$ cat src/rtl/bus_pkg.sv
// bus_pkg: shared widths and types for mem_arbiter; data width follows `XLEN (32 when not set).
`ifndef XLEN
`define XLEN 32
`endif
package bus_pkg;
    localparam int STRB = `XLEN / 8;
    typedef struct packed {
        logic [`XLEN-1:0] addr;
        logic [STRB-1:0]  wstrb;
        logic [`XLEN-1:0] wdata;
    } bus_req_t;
    typedef enum logic [1:0] {IDLE, RD_PEND, LOCKED} arb_state_e;
endpackage

$ cat src/rtl/mem_arbiter_rr_pick.sv
// rr_pick: one-hot grant to the first request at or after (ptr+1) mod NREQ.
module rr_pick #(
    parameter int NREQ = 2,
    localparam int IW = $clog2(NREQ)
) (
    input  logic [NREQ-1:0] req,
    input  logic [IW-1:0]   ptr,
    output logic [NREQ-1:0] gnt,
    output logic [IW-1:0]   idx
);
    always_comb begin
        int j;
        gnt = '0;
        idx = '0;
        // scan farthest to nearest so the nearest requester overwrites last
        for (int k = NREQ; k >= 1; k--) begin
            j = (int'(ptr) + k) % NREQ;
            if (req[IW'(j)]) begin
                gnt = '0;
                gnt[IW'(j)] = 1'b1;
                idx = IW'(j);
            end
        end
    end
endmodule

$ cat src/rtl/mem_arbiter.sv
// mem_arbiter: round-robin sharing of one single-port memory among NREQ masters.
// Define MEM_ARB_LOCK_EN to add req_lock, which keeps the grant on one owner for atomic sequences.
module mem_arbiter
    import bus_pkg::*;
#(
    parameter int XLEN = `XLEN,
    parameter int NREQ = 2,
    localparam int IW = $clog2(NREQ)
) (
    input  logic                 clk,
    input  logic                 resetn,
    input  logic [NREQ-1:0]      req,
`ifdef MEM_ARB_LOCK_EN
    input  logic [NREQ-1:0]      req_lock,
`endif
    input  logic [NREQ*XLEN-1:0] req_addr,
    input  logic [NREQ*STRB-1:0] req_wstrb,
    input  logic [NREQ*XLEN-1:0] req_wdata,
    output logic [NREQ-1:0]      gnt,
    output logic [NREQ-1:0]      rvalid,
    output logic [XLEN-1:0]      rdata,
    output logic                 mem_en,
    output logic [STRB-1:0]      mem_wstrb,
    output logic [XLEN-1:0]      mem_addr,
    output logic [XLEN-1:0]      mem_wdata,
    input  logic [XLEN-1:0]      mem_rdata
);
    arb_state_e      state, state_d;
    logic [IW-1:0]   ptr, ptr_d, win, owner, owner_d, pend_id;
    logic [NREQ-1:0] elig;
    logic            pend, rd_gnt, lock_d;
    bus_req_t        slot;

    // while locked only the owner is eligible; nothing is granted in reset
    assign elig = !resetn ? '0 : (state == LOCKED) ? req & (NREQ'(1) << owner) : req;

    rr_pick #(.NREQ(NREQ)) u_pick (
        .req(elig),
        .ptr(ptr),
        .gnt(gnt),
        .idx(win)
    );

    assign slot = '{addr:  req_addr[win*XLEN +: XLEN],
                    wstrb: req_wstrb[win*STRB +: STRB],
                    wdata: req_wdata[win*XLEN +: XLEN]};
    assign rd_gnt = mem_en && (slot.wstrb == '0);

`ifdef MEM_ARB_LOCK_EN
    assign lock_d = mem_en && req_lock[win];
`else
    assign lock_d = 1'b0;
`endif

    always_ff @(posedge clk or negedge resetn) begin
        if (!resetn) begin
            state   <= IDLE;
            ptr     <= IW'(NREQ - 1);
            owner   <= '0;
            pend    <= 1'b0;
            pend_id <= '0;
        end else begin
            state   <= state_d;
            ptr     <= ptr_d;
            owner   <= owner_d;
            pend    <= rd_gnt;
            pend_id <= win;
        end
    end

    // an owner grant without lock, or an idle owner cycle, leaves LOCKED
    always_comb begin
        state_d = lock_d ? LOCKED : rd_gnt ? RD_PEND : IDLE;
        ptr_d   = (mem_en && state != LOCKED) ? win : ptr;
        owner_d = lock_d ? win : owner;
    end

    always_comb begin
        mem_en    = |gnt;
        mem_addr  = mem_en ? slot.addr : '0;
        mem_wstrb = mem_en ? slot.wstrb : '0;
        mem_wdata = mem_en ? slot.wdata : '0;
        rvalid    = pend ? NREQ'(1) << pend_id : '0;
        rdata     = pend ? mem_rdata : '0;
    end
endmodule
$ cat config.mk
export PLATFORM = sky130hd
export DESIGN_NAME = mem_arbiter
export DESIGN_NICKNAME = d
export VERILOG_FILES = /design/src/rtl/bus_pkg.sv /design/src/rtl/mem_arbiter_rr_pick.sv /design/src/rtl/mem_arbiter.sv
export SDC_FILE = /design/constraint.sdc
export NUM_CORES = 1
export LEC_CHECK = 0
export CAP_MARGIN = 25
export CORE_AREA = 4 4 104 106
export CTS_CLUSTER_SIZE = 24
export DETAILED_ROUTE_END_ITERATION = 10
export DIE_AREA = 0 0 108 110
export PLACE_DENSITY = 0.63
export SLEW_MARGIN = 20
export SYNTH_ARGS = -nofsm -noshare
export SYNTH_HDL_FRONTEND = slang
export SYNTH_SLANG_ARGS = --single-unit
$ cat constraint.sdc
create_clock -name clk -period 1.25 [get_ports clk]
set_clock_uncertainty 0.1 [all_clocks]
set_input_delay 0.125 -clock clk [delete_from_list [all_inputs] [get_ports clk]]
set_output_delay 0.125 -clock clk [all_outputs]
set_load 0.02 [all_outputs]
==> summary.md <==
| Metric | Value |
|---|---|
| Final core utilization | `37.0%` |
| Ys Warns | `0` |
| Pin count of the biggest net entering global routing | `26` |
| Avg Cell Area, Syn | `6.94 um2` |
| Die Ht | `110 um` |
| Worst-skew pair later-pin latency | `~0.21 ns` |
| CP Data Required Time | `1.02 ns` |
| Final setup violation count | `104` |
| Register-to-register setup slack | `0 ns` |
| #FFs+latches synth | `3` |
| Number of global-route vias before repair | `1730` |
| Setup TNS | `-36.14 ns` |
| Global-route wire length before repair | `8.56 mm` |
| Antenna Nets Post-Route | `0` |
| Largest area contributor in the netlist | `and2_1` |
| Yosys top cell area share | `74.3%` |
| LEAKAGE | `0.00166 uW` |
| Worst-path fanout max | `12` |
| Clock Sink Count | `3` |
| Drt initial violations | `21` |
| Vias | `between 1500 and 2000` |
| Initial antenna violation count | `0` |
| Peak VDD IR | `194 uV` |
| Reg clk slew, reported paths | `about 0.030 ns` |
| Total power | `706 uW` |
| Sequential area share after synthesis | `8.80%` |
| Critical path class | `register to output pin` |
| Max clock buf depth | `2` |
| CP arrival | `1.55 ns` |
| Worst-path cell chain | `and3_4 -> buf_4 -> clkbuf_16 -> and2_2 -> buf_6` |
| # IOs | `about 280` |
| Hold Fails Final Rpt | `0` |
| Synthesized Nets | `297` |
| Fin worst setup slack | `-0.526 ns` |
| Max-slew violation count | `0` |
| Inserted Clock Buffers | `3` |
| Fmax | `563 MHz` |
| Drt wl/cell | `around 14 um` |
| GRT Total Usage | `9.06%` |
| Family with the most delay on the worst path | `flip-flops` |
| Final Wtd Congestion | `0.701` |
| Synth Cell Area | `867 um2` |
| Crit path buf inv count | `3` |
| Yosys cell types | `12` |
| Final net count | `516` |
| P&R area growth vs syn | `317%` |
| GR Overflow Total | `0` |
| Worst path max stage delay | `0.53 ns` |
| Die X | `108 um` |
| DRC | `0` |
| Total length of routed wires | `6.43 mm` |
| Unrepaired setup endpoints after global routing | `yes` |
| Startpoint types | `register` |
| I/O Buffers | `206` |
| Floorplan row count | `36` |
| Die ar. | `11900 um2` |
| Mapped Cells | `approximately 130` |
| Dpl hpwl | `5.19 mm` |
| HP Class | `primary input to async pin` |
| Layout cells sized above 1 | `67.6%` |
| Final min period | `1.78 ns` |
| Initial Utilization | `8.87%` |
| Ant. Diodes | `0` |
| CTS H-Tree Depth | `1` |
| Crit. End Element | `output pin` |
| CTS tree | `yes` |
| Maxcap violations | `0` |
| Root buffer cell | `clkbuf_8` |
| Placeable Area | `about 9800 um2` |
| Status | `finished with violations` |
| Final period utilization | `142%` |
| Slowest-stage cell, CP | `dfstp_2` |
| Pwr/cell area | `195 nW/um2` |
| Routed vias/inst | `~3.5` |
| Failing checks | `setup timing` |
| Largest cells by area after synthesis | `and2_1 74%, buf_6 10%, dfrtp_1 5.8%, dfstp_2 3.0%, buf_4 1.7%` |
| Drt first pass iters | `3` |
==> cells in the mapped netlist <==
| library cell | instances |
|---|---|
| dfstp_2 | 1 |
| buf_6 | 8 |
| and2_1 | 103 |
| nor2b_1 | 1 |
| clkbuf_1 | 3 |
| conb_1 | 1 |
| dfrtp_1 | 2 |
| buf_4 | 2 |
| nor4_1 | 1 |
| nor2_1 | 1 |
| nand2_1 | 1 |
| and3_1 | 1 |
==> layer usage <==
metal | global-route usage, % | wire length (um)
met5 | 0 | 0
met4 | 2.16 | 53
met1 | 9.44 | 2170
met3 | 2.68 | 619
met2 | 17.8 | 3590
==> cells in the final DEF, fill, tap and decap left out, drive strengths merged <==
cell,instances
and3,1
and2,103
clkdlybuf4s50,102
clkdlybuf4s15,8
nor2b,1
dfstp,1
nor2,1
clkbuf,6
nand2,1
conb,1
buf,115
dfrtp,2
nor4,1
==> state kept, by name (all words and copies together), names as in the netlist <==
signal	cells
pend	1
ptr	1
pend_id	1
==> path summary, 6_finish.rpt <==
check | startpoint | end | depth (start not counted)
max | ptr$_DFFE_PN1P_ | mem_wstrb[1] | 5
min | resetn | pend_id$_DFF_PN0_ | 2
max reg2reg | ptr$_DFFE_PN1P_ | pend$_DFF_PN0_ | 3
min reg2reg | ptr$_DFFE_PN1P_ | ptr$_DFFE_PN1P_ | 1
max in group asynchronous | resetn | ptr$_DFFE_PN1P_ | 2
min in group clk | ptr$_DFFE_PN1P_ | ptr$_DFFE_PN1P_ | 1
==> per-stage QoR <==
| stage | instance area, um2 | hold WS (ns) | worst slack (ns) | instances |
|---|---|---|---|---|
| floorplan | 1000 | -0.271 | -0.0900 | 125 |
| global placement | 3170 | 0.322 | -0.802 | 457 |
| detailed placement | 3170 | 0.331 | -0.819 | 457 |
| CTS | 3410 | 0.106 | -0.580 | 473 |
| global route | 3610 | 0.119 | -0.590 | 476 |
| finish | 3610 | 0.108 | -0.526 | 476 |
==> where the power goes <==
part	leakage, uW	switching (uW)	total, uW	internal (uW)
combinational	0.00160	53.8	333	279
clock	0.0000228	55.7	272	217
sequential	0.0000355	1.47	101	99.7
==> cell families (layout without fill, tap and decap cells) <==
family | after synthesis | after routing | share of synthesized area [%]
DFF | 3 | 3 | 8.80
buffers and inverters | 13 | 231 | 13.4
and+or+nand+nor | 108 | 108 | 77.3
other | 1 | 1 | 0.432
==> layout make-up <==
cell class,instances,area [um2]
clock buffer,4,45.0
fill,1033,6160
multi-input combinational,109,890
sequential,3,77.6
tap,133,166
timing repair buffer,227,2440
==> repair_timing <==
| item | 4_1_cts | 5_1_grt |
|---|---|---|
| hold buffers | 0 | 0 |
| cloned | 5 | 2 |
| pin swaps | 0 | 1 |
| setup endpoints to repair | 104 | 105 |
| gates resized for setup | 521 | 127 |
| buffers inserted | 7 | 4 |
(Power assumes the default switching activity.)
